File: src/rtl/memory_access_stage.sv
// MEM pipeline stage with a req/ack data-memory port and the MEM/WB register.
// Handles byte-lane alignment for stores, load extraction/extension, wait stalls and timeout abort.
module memory_access_stage #(
  parameter int TIMEOUT = 15
) (
  input  logic        clk,
  input  logic        rst_n,
  input  logic        RegWriteM,
  input  logic [1:0]  ResultSrcM,
  input  logic        MemWriteM,
  input  logic [2:0]  funct3M,
  input  logic [31:0] ALUResultM,
  input  logic [31:0] WriteDataM,
  input  logic [4:0]  RdM,
  input  logic [31:0] PCPlus4M,
  output logic        dmem_req,
  output logic        dmem_we,
  output logic [31:0] dmem_addr,
  output logic [3:0]  dmem_be,
  output logic [31:0] dmem_wdata,
  input  logic        dmem_ack,
  input  logic [31:0] dmem_rdata,
  output logic        StallM,
  output logic        MisalignM,
  output logic        BusErrM,
  output logic        RegWrite_M_W,
  output logic [1:0]  ResultSrcW,
  output logic [31:0] ALUResultW,
  output logic [31:0] ReadDataW,
  output logic [4:0]  RdW,
  output logic [31:0] PCPlus4W
);

  typedef enum logic {S_IDLE, S_WAIT} state_t;

  state_t      state_reg, state_next;
  logic [7:0]  count_reg, count_next;

  logic        is_load, access, f3_legal, misaligned, illegal, legal_access;
  logic        req, stall, misalign, buserr, bubble;
  logic [1:0]  off;
  logic [7:0]  load_byte;
  logic [15:0] load_half;
  logic [31:0] load_ext;

  assign off     = ALUResultM[1:0];
  assign is_load = (ResultSrcM == 2'b01);
  assign access  = MemWriteM | is_load;

  always_comb begin
    f3_legal = 1'b0;
    if (MemWriteM)
      f3_legal = (funct3M == 3'b000) || (funct3M == 3'b001) || (funct3M == 3'b010);
    else
      f3_legal = (funct3M == 3'b000) || (funct3M == 3'b001) || (funct3M == 3'b010) ||
                 (funct3M == 3'b100) || (funct3M == 3'b101);
  end

  assign misaligned   = ((funct3M[1:0] == 2'b01) & off[0]) |
                        ((funct3M[1:0] == 2'b10) & (|off));
  assign illegal      = access & (~f3_legal | misaligned);
  assign legal_access = access & ~illegal;

  always_comb begin
    state_next = state_reg;
    count_next = count_reg;
    req        = 1'b0;
    stall      = 1'b0;
    misalign   = 1'b0;
    buserr     = 1'b0;
    case (state_reg)
      S_IDLE: begin
        misalign = illegal;
        if (legal_access) begin
          req = 1'b1;
          if (!dmem_ack) begin
            stall      = 1'b1;
            state_next = S_WAIT;
            count_next = 8'd1;
          end
        end
      end
      S_WAIT: begin
        // ack wins over timeout when both land in the same cycle
        if (dmem_ack) begin
          req        = 1'b1;
          state_next = S_IDLE;
          count_next = 8'd0;
        end else if (count_reg < 8'(TIMEOUT)) begin
          req        = 1'b1;
          stall      = 1'b1;
          count_next = count_reg + 8'd1;
        end else begin
          buserr     = 1'b1;
          state_next = S_IDLE;
          count_next = 8'd0;
        end
      end
      default: begin
        state_next = S_IDLE;
        count_next = 8'd0;
      end
    endcase
  end

  assign bubble = misalign | buserr;

  // Gating with rst_n makes the request vanish the instant reset asserts.
  assign dmem_req  = req & rst_n;
  assign StallM    = stall & rst_n;
  assign MisalignM = misalign & rst_n;
  assign BusErrM   = buserr & rst_n;

  assign dmem_we   = MemWriteM;
  assign dmem_addr = {ALUResultM[31:2], 2'b00};

  always_comb begin
    dmem_be    = 4'b1111;
    dmem_wdata = WriteDataM;
    if (MemWriteM) begin
      case (funct3M[1:0])
        2'b00: begin
          dmem_be    = 4'b0001 << off;
          dmem_wdata = {4{WriteDataM[7:0]}};
        end
        2'b01: begin
          dmem_be    = 4'b0011 << off;
          dmem_wdata = {2{WriteDataM[15:0]}};
        end
        default: begin
          dmem_be    = 4'b1111;
          dmem_wdata = WriteDataM;
        end
      endcase
    end
  end

  always_comb begin
    load_byte = dmem_rdata[7:0];
    case (off)
      2'd0: load_byte = dmem_rdata[7:0];
      2'd1: load_byte = dmem_rdata[15:8];
      2'd2: load_byte = dmem_rdata[23:16];
      2'd3: load_byte = dmem_rdata[31:24];
      default: load_byte = dmem_rdata[7:0];
    endcase
    load_half = off[1] ? dmem_rdata[31:16] : dmem_rdata[15:0];
    case (funct3M)
      3'b000:  load_ext = {{24{load_byte[7]}}, load_byte};
      3'b001:  load_ext = {{16{load_half[15]}}, load_half};
      3'b100:  load_ext = {24'd0, load_byte};
      3'b101:  load_ext = {16'd0, load_half};
      default: load_ext = dmem_rdata;
    endcase
  end

  always_ff @(posedge clk or negedge rst_n) begin
    if (!rst_n) begin
      state_reg <= S_IDLE;
      count_reg <= 8'd0;
    end else begin
      state_reg <= state_next;
      count_reg <= count_next;
    end
  end

  always_ff @(posedge clk or negedge rst_n) begin
    if (!rst_n) begin
      RegWrite_M_W <= 1'b0;
      ResultSrcW   <= 2'b00;
      ALUResultW   <= 32'd0;
      ReadDataW    <= 32'd0;
      RdW          <= 5'd0;
      PCPlus4W     <= 32'd0;
    end else if (stall || bubble) begin
      RegWrite_M_W <= 1'b0;
    end else begin
      RegWrite_M_W <= RegWriteM;
      ResultSrcW   <= ResultSrcM;
      ALUResultW   <= ALUResultM;
      ReadDataW    <= (is_load && !MemWriteM) ? load_ext : 32'd0;
      RdW          <= RdM;
      PCPlus4W     <= PCPlus4M;
    end
  end

endmodule

File: config.mk
export PLATFORM = sky130hd
export DESIGN_NAME = memory_access_stage
export DESIGN_NICKNAME = d
export VERILOG_FILES = /design/src/rtl/memory_access_stage.sv
export SDC_FILE = /design/constraint.sdc
export NUM_CORES = 1
export LEC_CHECK = 0
export BUFFER_PORTS_ARGS = -buffer_cell sky130_fd_sc_hd__buf_4
export CAP_MARGIN = 20
export CORE_MARGIN = 8
export CORE_UTILIZATION = 45
export CTS_CLUSTER_DIAMETER = 200
export DETAILED_ROUTE_END_ITERATION = 6
export GPL_TIMING_DRIVEN = 0
export MAX_ROUTING_LAYER = met4
export PLACE_DENSITY = 0.82
export RECOVER_POWER = 100
export SYNTH_ARGS = -nofsm -noshare
export SYNTH_HDL_FRONTEND = slang
export SYNTH_SLANG_ARGS = --single-unit
File: constraint.sdc
create_clock -name clk -period 1.9 [get_ports clk]
set_input_delay 0.19 -clock clk [delete_from_list [all_inputs] [get_ports clk]]
set_output_delay 0.19 -clock clk [all_outputs]
set_load 0.1 [all_outputs]
==> run metrics <==
CP max-delay cell=clkbuf_1; cell family contributing the most delay on the critical path=buffers and inverters; Most used DFF post-synth=dfrtp_1; crit path setup slack, layout=-303 ps; Post-DRT Antenna Nets=0; Final Core Density=0.711; TritonCTS buffer count=17; initial drt markers=311; Synth Register Bits=113; P&R area growth vs syn=53.2%; Logic pwr share=0.450; Synth top area share=0.481; global placer's final weighted congestion=0.916; RSZ-0062 raised after global routing=true; Area contributors post-synth=dfrtp_1, mux2_2, buf_4; WHS=-249 ps; GRT Util Overall=0.262; Routed WL per cell=20.5 microns; Post-Synthesis Cells=532; Setup Skew=7.76 ps; GR Overflow Total=0; DRC=0; Rel. slew slack=0.156; top flop regs=ALUResultW (32), PCPlus4W (32), ReadDataW (32); Die Y=130 microns; fin. max-slew vios=0; required time of the critical path=2180 ps; Sequential Power Share=0.264; core area=12,700 sq um; CP bufs+invs=4; post-synthesis sequential area ratio=0.481; Critical Path Max Stage Delay=450 ps; CTS Root Cell=clkbuf_16; Hold Buf Count CTS=2; routed vias/inst=5.23; Layout Nets=1,024; Routed WL=21,800 microns; Worst Path Arrival=2480 ps; critical path depth=7; Final min period=2200 ps; Startpoint Class=flop; dpl cells=1,023; largest net degree at the start of global routing=60; Via Count=5,563; IO Port Bufs=317; Leak=4.50 nW; Clock Path Buffers=2; cells along the critical path=inv_2 > a31o_1 > clkbuf_1 > and2_4 > buf_6 > buf_2 > mux2_2; final cell area excluding filler cells=9010 sq um; Initial Util=0.464; status=finished, violations left; CTS tree=done; Int Pwr=0.00596 W; Worst-path clk slew=50 ps; number of distinct library cells after synthesis=40; ys async rst share=1.00; cell row count=41; initial antenna violation count=0; Net Switching=0.00516 W; clk sinks=113; # diodes=0; first-pass GRT wire length=32,900 microns; CP Capture Type=flop; failing checks=hold timing, setup timing; total power=0.0111 W; First-pass DRT Iterations=4; Critical Path Source=state_reg$_DFF_PN0_; Max Fclk=454 MHz; htree depth=4; worst-margin pin slew=1270 ps; Die Wd=130 microns; critical path class=flop to flop; placed cell areas=8650 sq um; Finish-stage setup viols=107; post-synth top area cell=dfrtp_1; r2r setup slk=-300 ps; Die ar.=17,000 sq um; most common cell in the synthesized netlist=dfrtp_1; R2R depth=7; clk_lat worst skew=400 ps; fin crit share=1.16; Max Cap Viol=0; vias in the first global route=6,102; R2R Path Start=state_reg$_DFF_PN0_; Peak supply drop=0.675 mV; Synth Cell Area=5880 sq um; fin cells=1,063; share of total power in the clock network=0.286; Sw Share=0.464; layout cells sized above 1=0.552; pwr dens=1230 nW/um^2; Fin. Hold Viols=55; Layout fillers=992; yosys warns=0; synthesized area per cell=11.1 sq um; hpwl dp=17,600 microns; I/O pins=320; critical path peak fanout=10; Worst Hold Class=input pin to asynchronous set/reset pin; Commonest cells post-synth=dfrtp_1, mux2_2, nand2_1, buf_4; Post-synth EDFFs=0
-- cell usage in the layout (no fill, tap or decap), types with 17 or more instances in the layout --
cell	synthesis	layout
clkbuf_1	20	59
mux2_2	78	78
nand2_1	46	45
buf_4	41	206
dfrtp_1	113	112
a21oi_1	19	19
o31ai_1	25	25
nand3_1	28	27
clkbuf_2	0	109
mux2i_1	18	18
clkbuf_16	0	17
-- area by class of cell --
type / count / area (sq um) / share of cell area
inverters: 17 / 63.8 / 0.00708
clock inverters: 6 / 105 / 0.0117
repair buffers: 328 / 2130 / 0.236
multi-input cells: 330 / 2670 / 0.296
flip-flops and latches: 113 / 2830 / 0.314
plain buffers: 73 / 519 / 0.0576
well taps: 172 / 215 / 0.0239
clock buffers: 24 / 482 / 0.0535
-- timing repair --
action / in CTS / in global routing
endpoints found under the setup margin: 115 / 87
resized for setup: 25 / 16
endpoints found under the hold margin: 57 / 55
setup buffers: 5 / 3
pin swaps: 4 / 2
-- per-layer routing --
metal	global-route usage	wire length, microns	vias up
met5	-	0	-
met3	0.0698	1950	29
met2	0.486	11600	291
met1	0.264	7810	2697
li1	-	-	2546
met4	0.0779	448	0
-- final timing paths --
kind | end
setup / recovery | PCPlus4W[10]$_DFFE_PN0N_
min in group clk | PCPlus4W[15]$_DFFE_PN0N_
hold reg to reg | ReadDataW[29]$_DFFE_PN0N_
max in group asynchronous | ALUResultW[13]$_DFFE_PN0N_
hold / removal | PCPlus4W[23]$_DFFE_PN0N_
setup reg to reg | PCPlus4W[10]$_DFFE_PN0N_
-- power by group through the flow --
stage                     logic (W)  clock network (W)  registers, W
final                       0.00500            0.00318       0.00294
after global routing        0.00515            0.00335       0.00297
after CTS                   0.00523            0.00321       0.00294
after detailed placement    0.00520                  0       0.00298
after global placement      0.00514                  0       0.00295
after floorplan             0.00160                  0       0.00527
-- per-stage QoR --
step | setup slack, ps | setup TNS, ps
floorplan | -90.0 | -1240
global placement | -451 | -28660
detailed placement | -342 | -30220
CTS | -318 | -908
global route | -369 | -30570
finish | -303 | -22260
-- kinds of logic after synthesis --
logic type / Yosys count / synth area share
adder cells (fa/ha/maj): 1 / 0.00213
buffers and inverters: 90 / 0.0936
other: 1 / 0.000638
AO/OA/AOI/OAI: 98 / 0.110
multiplexers: 110 / 0.216
flip-flops: 113 / 0.481
AND/OR/NAND/NOR: 119 / 0.0973
Power figures use the tool's default switching activity.
